`src/rtl/serial_cmp_scheduler.sv`:
```
// serial_cmp_scheduler
// Round-robin scheduler in front of one bit-serial unsigned magnitude comparator.
// Two requesters present parallel operand pairs. The winner's pair is latched at
// the grant edge and walked LSB-first through a compare accumulator, one bit per
// clock. The packed eq/gt/lt result is then published with the owner's ID.
//
// Ports:
//   clk            rising-edge clock
//   reset          asynchronous, active-low reset
//   req0/req1      level compare requests
//   a0,b0 / a1,b1  operand pairs, sampled only at the grant edge
//   gnt0/gnt1      one-cycle pulse in the first SHIFT cycle of the granted compare
//   busy           high while a compare is shifting or completing
//   done           one-cycle pulse, result valid
//   done_id        requester that owns res_*
//   res_eq/gt/lt   registered unsigned compare result (one-hot, held until next done)
module serial_cmp_scheduler #(
  parameter int WIDTH = 8
) (
  input  logic             clk,
  input  logic             reset,
  input  logic             req0,
  input  logic [WIDTH-1:0] a0,
  input  logic [WIDTH-1:0] b0,
  input  logic             req1,
  input  logic [WIDTH-1:0] a1,
  input  logic [WIDTH-1:0] b1,
  output logic             gnt0,
  output logic             gnt1,
  output logic             busy,
  output logic             done,
  output logic             done_id,
  output logic             res_eq,
  output logic             res_gt,
  output logic             res_lt
);

  localparam int CW = $clog2(WIDTH);
  localparam logic [CW-1:0] CNT_LAST = CW'(WIDTH - 1);

  typedef enum logic [1:0] {
    IDLE  = 2'd0,
    SHIFT = 2'd1,
    DONE  = 2'd2
  } state_t;

  state_t           state, state_nxt;
  logic [WIDTH-1:0] sa, sb, sa_nxt, sb_nxt;
  logic [CW-1:0]    cnt, cnt_nxt;
  logic             acc_eq, acc_gt, acc_lt;
  logic             acc_eq_nxt, acc_gt_nxt, acc_lt_nxt;
  logic             upd_eq, upd_gt, upd_lt;
  logic             last, last_nxt;
  logic             arb_go, win, last_bit;
  logic             gnt0_nxt, gnt1_nxt, busy_nxt, done_nxt, done_id_nxt;
  logic             res_eq_nxt, res_gt_nxt, res_lt_nxt;

  // Arbitration: only IDLE and DONE are arbitration points; on a tie the
  // requester that did not win last time is served.
  always_comb begin
    arb_go = 1'b0;
    win    = 1'b0;
    if ((state == IDLE || state == DONE) && (req0 || req1)) begin
      arb_go = 1'b1;
      if (req0 && req1) begin
        win = ~last;
      end else begin
        win = req1;
      end
    end else begin
      arb_go = 1'b0;
      win    = 1'b0;
    end
  end

  // Serial compare step: a differing bit overwrites the verdict, so the most
  // significant differing bit (processed last) decides the outcome.
  always_comb begin
    upd_eq = acc_eq;
    upd_gt = acc_gt;
    upd_lt = acc_lt;
    if (sa[0] && !sb[0]) begin
      upd_eq = 1'b0;
      upd_gt = 1'b1;
      upd_lt = 1'b0;
    end else if (!sa[0] && sb[0]) begin
      upd_eq = 1'b0;
      upd_gt = 1'b0;
      upd_lt = 1'b1;
    end else begin
      upd_eq = acc_eq;
      upd_gt = acc_gt;
      upd_lt = acc_lt;
    end
  end

  assign last_bit = (state == SHIFT) && (cnt == CNT_LAST);

  // State register.
  always_ff @(posedge clk or negedge reset) begin
    if (!reset) begin
      state <= IDLE;
    end else begin
      state <= state_nxt;
    end
  end

  // Next-state logic.
  always_comb begin
    state_nxt = state;
    case (state)
      IDLE:    state_nxt = arb_go ? SHIFT : IDLE;
      SHIFT:   state_nxt = last_bit ? DONE : SHIFT;
      DONE:    state_nxt = arb_go ? SHIFT : IDLE;
      default: state_nxt = IDLE;
    endcase
  end

  // Output/datapath logic: next values for every registered output and the
  // shift/accumulate datapath.
  always_comb begin
    sa_nxt      = sa;
    sb_nxt      = sb;
    cnt_nxt     = cnt;
    acc_eq_nxt  = acc_eq;
    acc_gt_nxt  = acc_gt;
    acc_lt_nxt  = acc_lt;
    last_nxt    = last;
    gnt0_nxt    = 1'b0;
    gnt1_nxt    = 1'b0;
    done_nxt    = 1'b0;
    busy_nxt    = (state_nxt != IDLE);
    done_id_nxt = done_id;
    res_eq_nxt  = res_eq;
    res_gt_nxt  = res_gt;
    res_lt_nxt  = res_lt;
    if (arb_go) begin
      sa_nxt     = win ? a1 : a0;
      sb_nxt     = win ? b1 : b0;
      cnt_nxt    = {CW{1'b0}};
      acc_eq_nxt = 1'b1;
      acc_gt_nxt = 1'b0;
      acc_lt_nxt = 1'b0;
      last_nxt   = win;
      gnt0_nxt   = ~win;
      gnt1_nxt   = win;
    end else if (state == SHIFT) begin
      sa_nxt     = sa >> 1;
      sb_nxt     = sb >> 1;
      cnt_nxt    = cnt + {{(CW-1){1'b0}}, 1'b1};
      acc_eq_nxt = upd_eq;
      acc_gt_nxt = upd_gt;
      acc_lt_nxt = upd_lt;
      if (last_bit) begin
        // last still names the owner of the in-flight compare
        res_eq_nxt  = upd_eq;
        res_gt_nxt  = upd_gt;
        res_lt_nxt  = upd_lt;
        done_id_nxt = last;
        done_nxt    = 1'b1;
      end else begin
        done_nxt    = 1'b0;
      end
    end else begin
      cnt_nxt = cnt;
    end
  end

  // Datapath and output registers.
  always_ff @(posedge clk or negedge reset) begin
    if (!reset) begin
      sa      <= {WIDTH{1'b0}};
      sb      <= {WIDTH{1'b0}};
      cnt     <= {CW{1'b0}};
      acc_eq  <= 1'b1;
      acc_gt  <= 1'b0;
      acc_lt  <= 1'b0;
      last    <= 1'b1;
      gnt0    <= 1'b0;
      gnt1    <= 1'b0;
      busy    <= 1'b0;
      done    <= 1'b0;
      done_id <= 1'b0;
      res_eq  <= 1'b1;
      res_gt  <= 1'b0;
      res_lt  <= 1'b0;
    end else begin
      sa      <= sa_nxt;
      sb      <= sb_nxt;
      cnt     <= cnt_nxt;
      acc_eq  <= acc_eq_nxt;
      acc_gt  <= acc_gt_nxt;
      acc_lt  <= acc_lt_nxt;
      last    <= last_nxt;
      gnt0    <= gnt0_nxt;
      gnt1    <= gnt1_nxt;
      busy    <= busy_nxt;
      done    <= done_nxt;
      done_id <= done_id_nxt;
      res_eq  <= res_eq_nxt;
      res_gt  <= res_gt_nxt;
      res_lt  <= res_lt_nxt;
    end
  end

endmodule

```
`config.mk`:
```
export PLATFORM = sky130hd
export DESIGN_NAME = serial_cmp_scheduler
export DESIGN_NICKNAME = d
export VERILOG_FILES = /design/src/rtl/serial_cmp_scheduler.sv
export SDC_FILE = /design/constraint.sdc
export NUM_CORES = 1
export LEC_CHECK = 0
export CORE_MARGIN = 1.5
export CORE_UTILIZATION = 35
export CTS_BUF_LIST = sky130_fd_sc_hd__clkbuf_8 sky130_fd_sc_hd__clkbuf_16
export DETAILED_ROUTE_END_ITERATION = 8
export PLACE_DENSITY = 0.65
export REMOVE_ABC_BUFFERS = 1
export SLEW_MARGIN = 20
export SYNTH_ARGS = -nofsm -noshare
export SYNTH_HDL_FRONTEND = slang
export SYNTH_SLANG_ARGS = --single-unit
```
`constraint.sdc`:
```
create_clock -name clk -period 2.1 [get_ports clk]
set_clock_uncertainty 0.1 [all_clocks]
set_input_delay 0.42 -clock clk [delete_from_list [all_inputs] [get_ports clk]]
set_output_delay 0.42 -clock clk [all_outputs]
set_load 0.02 [all_outputs]
```
==> reports/qor.yml, run 1 <==
cts:
  clkSinkCount: 33
  cts_buffers: 5
  postCtsSetupRepairBufs: 0
  cts.path.max_buffers: 2
  ctsHoldBuffers: 0
  ctsResizeCount: 0
  clk_pin_slew_ps: 70
  cts_root_buf: "clkbuf_8"
  cts-htree-levels: 2
  tritoncts: "done"
  clkLatencyLatePin_ps: 280
power_and_ir_drop:
  leakagePower_uw: 0.000995
  switching_share_pct: 36.0
  powerDensity_nw_per_um2: 1250
  seq_power_share_pct: 40.6
  clkPwrFrac_pct: 18.3
  switching_power_uw: 1040
  ir_worst_vdd_uv: 419
  comb_power_share_pct: 41.0
  p_int_uw: 1840
  p_total_uw: 2870
yosys:
  ys_ff_latch: 33
  synth.avg_cell_area_um2: 10.2
  ys_types: 39
  syn_area_um2: 1660
  async_reset_ff_share_pct: 100
  synth_simple_gate_area_share_pct: 14.0
  synth_top_family_by_area: "compound AO/OA/AOI/OAI gates"
  netlist.area_leader.share_pct: 45.3
  synth-compound-area-share_pct: 18.8
  postSynthCellCount: 162
  synth_adder_area_share_pct: 2.72
  yosysTopAreaCell: "dfrtp_1"
  ys_top_cells_by_area: "dfrtp_1 45%, nand3_1 6.3%, a32oi_1 5.3%"
  synth_xor_area_share_pct: 0.529
  yosysWarnings: 0
  synth_top_flop_cell: "dfrtp_1"
  synth_mux_area_share_pct: 7.02
  seq_area_frac_synth_pct: 50.1
  synth_edf_count: 0
  ys_top_cells_by_count: "30 x dfrtp_1, 21 x nand3_1, 12 x inv_1, 12 x o21ai_0, 10 x a32oi_1"
  yosys.cell_count.top_type: "dfrtp_1"
finish:
  drive_above_1_share_pct: 14.9
  fin_util_pct: 51.7
  areaGrowthSynthToFinish_pct: 38.6
  fin_area_um2: 2300
  diodes: 0
  multiInputGateArea_um2: 714
  register_area_um2: 830
  nets: 252
  fillers: 399
outcome:
  violations: "DRC"
  status: "finished, violations left"
drt:
  wire_per_inst_um: 14.7
  vias: 1423
  ant_nets: 0
  dr.pass1.iters: 9
  routed_via_density: 5.33
  drtIter0Drc: 119
  wl_um: 3920
  drc: 2
timing:
  setup_violations: 0
  hold_viol: 0
  fmax_mhz: 520
  slew_viol_final: 0
  period_needed_ps: 1920
  grt_setup_unrepaired: "no"
  fin_tns_setup_ps: 0
  min_period_over_period_pct: 91.6
  slew_headroom_pct: 63.5
  max_slew.worst_pin.slew_ps: 548
critical_path:
  r2r_slack_ps: 390
  cp.arrival_ps: 1400
  critPathTopFamily: "buffers and inverters"
  cp_slowest_cell: "clkdlybuf4s50_1"
  required_ps: 1580
  cpPeakStageDelay_ps: 590
  r2r_start: "state[0]"
  worst-path-stages: 1
  worstSetupEndpoint: "res_eq"
  critPathKind: "reg2out"
  cp_cell_sequence: "clkdlybuf4s50_1"
  r2r-end: "sa[7]"
  rr_worst_depth: 3
  end_kind: "primary output"
  start_kind: "flop"
  cp_max_fo: 2
  worst-path-buf-inv: 1
  crit_path_start: "res_eq"
place:
  port_buffers: 43
  dpl.hpwl_um: 2900
  gp_congestion: 0.817
  placed_area_um2: 2190
grt:
  grt_pass1_wl_um: 6600
  grt_overflow: 0
  grt_start_max_net_pins: 34
  grt_pass1_vias: 1389
  antenna_found_initial: 0
  grt_use_total_pct: 16.6
floorplan:
  io_pins: 44
  die_w_um: 71.8
  core_um2: 4440
  start_util_pct: 37.3
  fp.dieArea_um2: 5150
  die_height_um: 71.8
  rows: 24
hold_path:
  hp-class: "reg2reg"
flow_run:
  maxCapViolations: 0
## through the flow
step | hold WS, ps | worst slack (ps) | std cells
finish | 367 | 176 | 267
global route | 392 | 145 | 267
CTS | 369 | 159 | 267
detailed placement | 358 | 48.7 | 259
global placement | 348 | 83.1 | 259
floorplan | 24.4 | 531 | 152
## metal layers
metal,vias to the layer above,GRT usage (%),part of all wire (%)
met1,680,23.5,48
met4,0,4.40,1.2
met5,-,0,0
li1,691,-,-
met2,45,24.6,45
met3,7,5.34,5.4
## cells in the final DEF, fill, tap and decap left out, types with 3 or more instances in the layout
| cell | n |
|---|---|
| mux2i_1 | 6 |
| nand3_1 | 21 |
| a21oi_1 | 5 |
| dfstp_2 | 3 |
| o21a_1 | 3 |
| buf_4 | 11 |
| a22oi_1 | 3 |
| dfrtp_1 | 30 |
| clkbuf_8 | 7 |
| a32oi_1 | 10 |
| o21ai_0 | 12 |
| nor2b_1 | 3 |
| mux2_2 | 5 |
| clkdlybuf4s50_1 | 43 |
| nand2_1 | 9 |
| inv_1 | 12 |
## flip-flops by register name, indices dropped and copies added, names as in the netlist
register  flops
acc_eq        1
acc_gt        1
acc_lt        1
busy          1
cnt           3
done          1
done_id       1
gnt0          1
gnt1          1
last          1
res_eq        1
res_gt        1
res_lt        1
sa            8
sb            8
state         2
## area by class of cell
type | count | share of cell area, %
well taps | 52 | 2.83
clock inverters | 1 | 0.218
clock buffers | 7 | 4.20
multi-input cells | 105 | 31.1
inverters | 14 | 2.29
flip-flops and latches | 33 | 36.1
repair buffers | 55 | 23.2
## logic make-up (layout without fill, tap and decap cells)
| logic type | after synthesis | count (layout) |
|---|---|---|
| AO/OA/AOI/OAI | 44 | 44 |
| XOR/XNOR | 1 | 1 |
| adder cells (fa/ha/maj) | 4 | 4 |
| buffers and inverters | 24 | 77 |
| flip-flops | 33 | 33 |
| multiplexers | 11 | 11 |
| AND/OR/NAND/NOR | 45 | 45 |
## power groups by stage
| stage | Combinational [µW] | Clock (µW) | Sequential, µW |
|---|---|---|---|
| floorplan | 687 | 0 | 1180 |
| global placement | 1170 | 0 | 1170 |
| detailed placement | 1190 | 0 | 1180 |
| CTS | 1190 | 540 | 1170 |
| global route | 1310 | 566 | 1210 |
| finish | 1180 | 527 | 1170 |
## how the worst min path moves through the flow
stage / startpoint / end / slack (ps) / depth (start not counted)
after floorplan: reset / acc_gt / 20 / 0
after global placement: acc_eq / acc_eq / 350 / 2
after detailed placement: acc_eq / acc_eq / 360 / 2
after CTS: acc_eq / acc_eq / 370 / 2
after global routing: acc_eq / acc_eq / 390 / 2
final: acc_eq / acc_eq / 370 / 2
Note: power is estimated with default switching activity, not from simulation.
==> run 2, diff against run 1 <==
--- a/config.mk
+++ b/config.mk
@@ -8,6 +8,7 @@
 export CORE_MARGIN = 1.5
 export CORE_UTILIZATION = 35
 export CTS_BUF_LIST = sky130_fd_sc_hd__clkbuf_8 sky130_fd_sc_hd__clkbuf_16
+export CTS_CLUSTER_DIAMETER = 40
 export DETAILED_ROUTE_END_ITERATION = 8
 export PLACE_DENSITY = 0.65
 export REMOVE_ABC_BUFFERS = 1
==> results of run 2 <==
The final DEF is identical to that of run 1; final timing and power are the same.
